`src/rtl/ps2_pkg.sv`:
```
// Shared constants and state encoding for the PS/2 keyboard receiver.
package ps2_pkg;

    localparam logic [7:0] PS2_BREAK  = 8'hF0;
    localparam logic [7:0] PS2_EXT    = 8'hE0;
    localparam int         FRAME_BITS = 8;

    typedef enum logic [1:0] {
        IDLE   = 2'd0,
        DATA   = 2'd1,
        PARITY = 2'd2,
        STOP   = 2'd3
    } ps2_state_t;

    // Odd parity holds when data bits plus parity bit contain an odd number of ones.
    function automatic logic odd_parity_ok(input logic [7:0] data, input logic par);
        return ^{data, par};
    endfunction

endpackage

```
`src/rtl/ps2_line_filter.sv`:
```
// Two-flop synchroniser and saturating-count deglitcher for the PS/2 clock line,
// producing a one-cycle strobe when the filtered level falls.
module ps2_line_filter #(
    parameter int FILTER_LEN = 8
) (
    input  logic clk,
    input  logic rst_n,
    input  logic raw,
    output logic fe
);

    localparam logic [3:0] CNT_MAX = 4'(FILTER_LEN - 1);

    logic [1:0] sync_reg;
    logic [3:0] cnt_reg;
    logic       level_reg;
    logic       fe_reg;

    // Idle PS/2 lines sit high, so reset to 1 to avoid a false edge after reset.
    always_ff @(posedge clk or negedge rst_n) begin
        if (!rst_n) begin
            sync_reg <= 2'b11;
        end else begin
            sync_reg <= {sync_reg[0], raw};
        end
    end

    always_ff @(posedge clk or negedge rst_n) begin
        if (!rst_n) begin
            cnt_reg   <= '0;
            level_reg <= 1'b1;
            fe_reg    <= 1'b0;
        end else begin
            fe_reg <= 1'b0;
            if (sync_reg[1] == level_reg) begin
                cnt_reg <= '0;
            end else if (cnt_reg == CNT_MAX) begin
                level_reg <= sync_reg[1];
                cnt_reg   <= '0;
                fe_reg    <= level_reg;
            end else begin
                cnt_reg <= cnt_reg + 4'd1;
            end
        end
    end

    assign fe = fe_reg;

endmodule

```
`src/rtl/ps2_key_decoder.sv`:
```
// PS/2 device-to-host deframer with F0/E0 prefix resolution, frame timeout and
// a held key-code bus with per-event strobe.
module ps2_key_decoder
    import ps2_pkg::*;
#(
    parameter int FILTER_LEN     = 8,
    parameter int TIMEOUT_CYCLES = 50000
) (
    input  logic       CLK_50M,
    input  logic       RST_N,
    input  logic       PS2_CLK,
    input  logic       PS2_DATA,
    output logic [7:0] KEY_CODE,
    output logic       KEY_VALID,
    output logic       KEY_BREAK,
    output logic       KEY_EXT,
    output logic       FRAME_ERR
);

    localparam logic [2:0]  LAST_BIT = 3'(FRAME_BITS - 1);
    localparam logic [15:0] TO_MAX   = 16'(TIMEOUT_CYCLES - 1);

    ps2_state_t  state_reg, state_next;
    logic        fe;
    logic [1:0]  data_sync_reg;
    logic        data_bit;
    logic [7:0]  shreg_reg;
    logic [2:0]  bit_cnt_reg;
    logic        parity_reg;
    logic [15:0] to_cnt_reg;
    logic        timeout;
    logic        byte_done;
    logic        frame_err_next;
    logic        break_pend_reg;
    logic        ext_pend_reg;

    ps2_line_filter #(
        .FILTER_LEN(FILTER_LEN)
    ) u_clk_filter (
        .clk   (CLK_50M),
        .rst_n (RST_N),
        .raw   (PS2_CLK),
        .fe    (fe)
    );

    // Data is only sampled on a filtered clock edge, so it needs no deglitching.
    always_ff @(posedge CLK_50M or negedge RST_N) begin
        if (!RST_N) begin
            data_sync_reg <= 2'b11;
        end else begin
            data_sync_reg <= {data_sync_reg[0], PS2_DATA};
        end
    end
    assign data_bit = data_sync_reg[1];

    // A coinciding clock edge beats the timeout.
    assign timeout = (state_reg != IDLE) && !fe && (to_cnt_reg == TO_MAX);

    always_ff @(posedge CLK_50M or negedge RST_N) begin
        if (!RST_N) begin
            state_reg <= IDLE;
        end else begin
            state_reg <= state_next;
        end
    end

    always_comb begin
        state_next = state_reg;
        if (timeout) begin
            state_next = IDLE;
        end else if (fe) begin
            case (state_reg)
                IDLE:    if (!data_bit) state_next = DATA;
                DATA:    if (bit_cnt_reg == LAST_BIT) state_next = PARITY;
                PARITY:  state_next = STOP;
                STOP:    state_next = IDLE;
                default: state_next = IDLE;
            endcase
        end
    end

    always_comb begin
        byte_done      = 1'b0;
        frame_err_next = timeout;
        if (fe && state_reg == STOP) begin
            if (data_bit && odd_parity_ok(shreg_reg, parity_reg)) begin
                byte_done = 1'b1;
            end else begin
                frame_err_next = 1'b1;
            end
        end
    end

    always_ff @(posedge CLK_50M or negedge RST_N) begin
        if (!RST_N) begin
            shreg_reg   <= '0;
            bit_cnt_reg <= '0;
            parity_reg  <= 1'b0;
        end else if (fe) begin
            case (state_reg)
                IDLE: bit_cnt_reg <= '0;
                DATA: begin
                    shreg_reg   <= {data_bit, shreg_reg[7:1]};
                    bit_cnt_reg <= bit_cnt_reg + 3'd1;
                end
                PARITY:  parity_reg <= data_bit;
                default: ;
            endcase
        end
    end

    always_ff @(posedge CLK_50M or negedge RST_N) begin
        if (!RST_N) begin
            to_cnt_reg <= '0;
        end else if (fe || state_reg == IDLE) begin
            to_cnt_reg <= '0;
        end else begin
            to_cnt_reg <= to_cnt_reg + 16'd1;
        end
    end

    always_ff @(posedge CLK_50M or negedge RST_N) begin
        if (!RST_N) begin
            KEY_CODE       <= 8'h00;
            KEY_VALID      <= 1'b0;
            KEY_BREAK      <= 1'b0;
            KEY_EXT        <= 1'b0;
            FRAME_ERR      <= 1'b0;
            break_pend_reg <= 1'b0;
            ext_pend_reg   <= 1'b0;
        end else begin
            KEY_VALID <= 1'b0;
            FRAME_ERR <= frame_err_next;
            if (frame_err_next) begin
                break_pend_reg <= 1'b0;
                ext_pend_reg   <= 1'b0;
            end else if (byte_done) begin
                if (shreg_reg == PS2_BREAK) begin
                    break_pend_reg <= 1'b1;
                end else if (shreg_reg == PS2_EXT) begin
                    ext_pend_reg <= 1'b1;
                end else begin
                    KEY_VALID      <= 1'b1;
                    KEY_BREAK      <= break_pend_reg;
                    KEY_EXT        <= ext_pend_reg;
                    // A release reports the event but leaves the held make code alone.
                    if (!break_pend_reg) KEY_CODE <= shreg_reg;
                    break_pend_reg <= 1'b0;
                    ext_pend_reg   <= 1'b0;
                end
            end
        end
    end

endmodule

```
`config.mk`:
```
export PLATFORM = sky130hd
export DESIGN_NAME = ps2_key_decoder
export DESIGN_NICKNAME = d
export VERILOG_FILES = /design/src/rtl/ps2_pkg.sv /design/src/rtl/ps2_line_filter.sv /design/src/rtl/ps2_key_decoder.sv
export SDC_FILE = /design/constraint.sdc
export NUM_CORES = 1
export LEC_CHECK = 0
export ABC_AREA = 1
export BUFFER_PORTS_ARGS = -buffer_cell sky130_fd_sc_hd__buf_2
export CAP_MARGIN = 25
export CORE_MARGIN = 2
export CORE_UTILIZATION = 47
export CTS_CLUSTER_SIZE = 30
export DETAILED_ROUTE_END_ITERATION = 8
export PLACE_DENSITY_LB_ADDON = 0.3
export SLEW_MARGIN = 30
export SYNTH_ARGS = -nofsm -noshare
export SYNTH_HDL_FRONTEND = slang
export SYNTH_HIERARCHICAL = 1
export SYNTH_SLANG_ARGS = --single-unit
```
`constraint.sdc`:
```
create_clock -name CLK_50M -period 2.15 [get_ports CLK_50M]
set_clock_uncertainty 0.1 [all_clocks]
set_input_delay 0.3225 -clock CLK_50M [delete_from_list [all_inputs] [get_ports CLK_50M]]
set_output_delay 0.3225 -clock CLK_50M [all_outputs]
set_load 0.01 [all_outputs]
```
== Word-level counts from Yosys, hierarchy flattened ==
Cells that the tools add are included.
W data, S select, Z words.

* Register bits: 54
* Input port bits: 4
* Output and inout port bits: 12
* Logic and storage cells: 86

* Add/sub/neg operators: 3
* Eq/ne operators: 13
* Multiplexer cells: 27
* Bitwise logic cells: 5
* Reduce and logical (&&, ||, !) cells: 21

{| class="wikitable"
|+ Operators with widths
! cell !! count
|-
| $mux W1 || 18
|-
| $add A16 B1 Y16 const B || 1
|-
| $eq A16 B16 Y1 const B || 1
|-
| $eq A8 B8 Y1 const B || 2
|-
| $mux W16 || 1
|-
| $reduce_and A2 Y1 || 6
|-
| $ne A3 B3 Y1 const B || 3
|-
| $reduce_xor A9 Y1 || 1
|-
| $mux W2 || 4
|-
| $mux W4 || 2
|-
| $pmux W2 S4 || 1
|-
| $reduce_bool A2 Y1 || 4
|-
| $pmux W3 S2 || 1
|-
| $not A1 Y1 || 5
|-
| $reduce_and A5 Y1 || 1
|-
| $add A4 B1 Y4 const B || 1
|-
| $eq A2 B2 Y1 const B || 2
|-
| $eq A4 B3 Y1 const B || 1
|-
| $logic_and A1 B1 Y1 || 4
|-
| $reduce_and A4 Y1 || 1
|-
| $add A3 B1 Y3 const B || 1
|-
| $eq A3 B3 Y1 const B || 1
|-
| $reduce_and A3 Y1 || 1
|-
| $eq A2 B1 Y1 const B || 1
|-
| other kinds (5) || 5
|}

== Logic depth before layout (Yosys ltp) ==
* Depth after elaboration: 7
* Depth in mapped cells: 15

== Modules after synthesis ==
Netlist, hierarchy kept.

{| class="wikitable"
|+ Modules (own cells, without submodules)
! module !! times used !! cells an instance !! area an instance (um^2) !! seq. area each (um^2)
|-
| ps2_key_decoder || 1 || 272 || 2,277.2 || 1,153.6
|-
| ps2_line_filter || 1 || 31 || 317.8 || 203.9
|}

== Least setup slack after synthesis ==
Ideal clock, no wire load.

* Path type: register to register
* Start point: reg state_reg[0]
* End point: reg state_reg[0]
* Setup time: 77 ps
* Arrival: 1,435 ps
* Data required time: 1,973 ps
* Setup slack: 538 ps
* Stages on the path, launching flop included: 10
* Path buffers: 0
* Period minus slack after synthesis: 1,612 ps
* Path through: dfrtp_1 > inv_1 > ha_1 > nor2_1 > nand3_1 > nor2_1 > nand2_1 > a22oi_1 > o211ai_1 > o21ai_1

* Cells in the longest elaborated chain, start to end: 5
* Elaborated cells between the ends (all ways): 14
* Those cells by class: 5 x eq/ne; 3 x mux; 6 x reduce/logical

{| class="wikitable"
|+ RTL lines
! item !! RTL line !! RTL
|-
| start: declaration || ps2_key_decoder.sv:23 || <nowiki>ps2_state_t state_reg, state_next;</nowiki>
|-
| start signal: assignment || ps2_key_decoder.sv:63 || <nowiki>state_reg <= state_next;</nowiki>
|-
| branches (longest 5 deep; another with $pmux W2 S4) || n/a ||
|}

Parallel ways; which one is timed is not known. The select of a mux whose other input is x is not followed.
A chain may end at the register's enable or synchronous reset.

== Worst setup path after layout ==
* Start point: reg state_reg[0]
* End point: reg break_pend_reg

* Cells in the longest elaborated chain, start to end: 7
* Elaborated cells between the ends (all ways): 12
* Those cells by class: 2 x eq/ne; 4 x mux; 6 x reduce/logical

{| class="wikitable"
|+ RTL lines
! item !! RTL line !! RTL
|-
| $reduce_bool A2 Y1 || ps2_key_decoder.sv:57 || <nowiki>assign timeout = (state_reg != IDLE) && !fe && (to_cnt_reg == TO_MAX);</nowiki>
|-
| $logic_and A1 B1 Y1 (2 in a row) || ps2_key_decoder.sv:57 ||
|-
| $mux W1 || ps2_key_decoder.sv:86 || <nowiki>if (data_bit && odd_parity_ok(shreg_reg, parity_reg)) begin</nowiki>
|-
| $mux W1 || ps2_key_decoder.sv:85 || <nowiki>if (fe && state_reg == STOP) begin</nowiki>
|-
| $ne A3 B3 Y1 (no source line) / $reduce_bool A2 Y1 (equally long branches) || n/a ||
|-
| $reduce_and A2 Y1 (no source line) || n/a ||
|-
| end signal: assignment || ps2_key_decoder.sv:129 || <nowiki>break_pend_reg <= 1'b0;</nowiki>
|-
| end signal: assignment || ps2_key_decoder.sv:135 || <nowiki>break_pend_reg <= 1'b0;</nowiki>
|-
| end signal: assignment || ps2_key_decoder.sv:139 || <nowiki>break_pend_reg <= 1'b1;</nowiki>
|-
| end: declaration || ps2_key_decoder.sv:34 || <nowiki>logic break_pend_reg;</nowiki>
|}

Parallel ways exist; a longest one is shown, timed or not.

==> results.cfg <==
[synth]
ys_types = 35
synth_seq_cells = 54
synth_most_common_cell = nand2_1
synth_commonest_cells = nand2_1, dfrtp_1, inv_1, nor2_1, nand3_1
synth_flop_cell = dfrtp_1
yosysSeqAreaShare = 0.523
synth_cells = 303
netlist.area_leader.share = 0.473
yosysWarnings = 6
synth_area_leader_cell = dfrtp_1
synth-edff-count = 0
synthArstFlopShare = 1.00
postSynthAreaPerCell_um2 = 8.56
synth_area_um2 = 2590
syn-num-nets = 315
synth.area.top_cells = dfrtp_1, nand2_1, dfstp_2

[clocking]
numCtsBuffers = 5
cts_root_buf = clkbuf_8
cts_setup_buffers = 0
path_clk_slew_ns = 0.09
htree_levels = 2
clk_latency_ns = 0.31
cts_tree = built
cts.path.max_buffers = 2
cts_sinks = 54

[worst_setup_path]
required_ns = 2.25
cp_max_fo = 4
worstReg2RegEnd = break_pend_reg
start_kind = register
worstSetupPathType = register to register
reg2reg_from = state_reg[0]
crit_arrival_ns = 1.95
end_kind = register
r2r_slack_ns = 0.30
r2r_cells = 11
startpoint = state_reg[0]

[floorplan]
start_util = 0.480
die-height_um = 78.3
num_rows = 27
die_area_um2 = 6130
core_area_um2 = 5410
die_x_um = 78.3
io_pins = 16

[global_route]
met1_usage = 0.192
gr-max-usage-layer = met2
gr-usage-met3 = 0.0310
grt_overflow = 0
met2_usage = 0.290
globalRouteTotalUtil = 0.159
grt_start_max_net_pins = 31
grt_first_pass_wirelength_um = 7960
first_global_vias = 1938
antenna_found_initial = 0

[final_layout]
final_cell_area_um2 = 2890
utilization = 0.534
fin_cells = 398
drive_gt1_frac = 0.160
antenna_cells = 0
area_growth_pct = 11.2
fill_cells = 540
largest_reg_flops = 16
nets = 337

[placed_design]
placed_cells = 387
placement.cell_area_um2 = 2760
gp_congestion = 0.825
pre_cts_slack_ns = 0.245
place_hpwl_um = 3230
numPortBuffers = 15

[outcome]
outcome = finished, final reports clean

[min_path]
hold_depth = 0
holdCritPathClass = register to register
min-delay-start = u_clk_filter/sync_reg[0]
hold_path_end = u_clk_filter/sync_reg[1]

[sta]
setup_tns_ns = 0
worst_slew_pin_slew_ns = 0.583
drv_slew = 0
rsz0062_at_grt = false
fmax_ghz = 0.540
setup_viol = 0
finalCritPeriodShare = 0.862
fin_crit_ns = 1.85
fin_ws_ns = 0.297
timing.hold.ws_ns = 0.259
finalHoldViolCount = 0
slew_headroom = 0.611

[power]
p_sw_mw = 0.402
p_comb_frac = 0.055
p_clk_frac = 0.328
p_seq_frac = 0.616
p_per_area_nw_per_um2 = 608
p_leak_nw = 1.41
power_mw = 1.75
irDropWorstVdd_mv = 0.408
p_int_mw = 1.35
switching_share = 0.229

[drt]
detail_route.wl_per_cell_um = 11.0
firstDrtPassIters = 4
wl_um = 4370
drc = 0
via_per_inst = 4.91
ant_nets = 0
drt_first_iter_violations = 94
vias = 1953

[job]
max-cap-violations = 0
[worst max-delay path, stage by stage (launching register included)]
cell and delay [ns]:
dfrtp_1 0.38, inv_1 0.09, ha_1 0.25, nor2_1 0.15, nand3_1 0.09, nor2_1 0.09
nand2_1 0.15, nand2_1 0.15, inv_2 0.05, o21bai_1 0.14, nand2_1 0.06, nand2_1 0.04
[per-layer routing]
metal | up-vias | wire length (um)
li1 | 1005 | -
met1 | 912 | 2050
met2 | 31 | 2100
met3 | 5 | 172
met4 | 0 | 47
met5 | - | 0
[worst max-delay path by stage]
stage	end	slack (ns)	cells past startpoint
floorplan	state_reg[0]	0.54	9
global placement	state_reg[0]	0.31	9
detailed placement	state_reg[0]	0.25	9
CTS	state_reg[0]	0.22	9
global route	break_pend_reg	0.09	11
finish	break_pend_reg	0.30	11
[cells by family (layout without fill, tap and decap cells)]
group | count (synthesis) | count (layout) | share of synthesized area
DFF | 54 | 54 | 0.523
and+or+nand+nor | 150 | 150 | 0.267
buffers and inverters | 50 | 73 | 0.0776
xor gates and xnor gates | 6 | 6 | 0.0203
adders and majority gates | 8 | 8 | 0.0386
AOI/OAI and AO/OA | 35 | 35 | 0.0738
[power groups by stage]
stage / logic [mW] / clock network (mW) / registers, mW
6_report: 0.0972 / 0.576 / 1.08
5_1_grt: 0.112 / 0.626 / 1.09
4_1_cts: 0.0979 / 0.596 / 1.08
3_5_place_dp: 0.0964 / 0 / 1.10
3_3_place_gp: 0.0939 / 0 / 1.10
2_1_floorplan: 0.0585 / 0 / 1.09
[layout make-up]
class | instances | area, um^2 | share of cell area
well taps | 72 | 90.1 | 0.0312
multi-input cells | 199 | 1040 | 0.361
clock inverters | 1 | 5.00 | 0.00173
flip-flops and latches | 54 | 1360 | 0.471
inverters | 45 | 173 | 0.0598
clock buffers | 7 | 86.3 | 0.0299
repair buffers | 20 | 133 | 0.0460
[timing repair]
action                     CTS  global route
hold buffers                 1             2
resized for setup            0             1
setup endpoints to repair    0             1
hold endpoints to repair    22             2
[cell usage in the layout, fill, tap and decap left out, drive strengths merged]
master,Yosys,routed
a21oi,9,9
a22oi,1,1
a31oi,1,1
and3,1,1
buf,3,17
clkbuf,2,7
clkinv,5,6
dfrtp,49,49
dfstp,5,5
dlygate4sd3,0,3
ha,8,8
inv,40,40
nand2,76,76
nand3,25,25
nand4,5,5
nor2,31,31
nor3,9,9
nor3b,1,1
nor4,2,2
o211a,1,1
o211ai,1,1
o21ai,20,20
o21bai,2,2
xnor2,3,3
xor2,3,3
No activity file was read; power rests on OpenSTA's default activity.
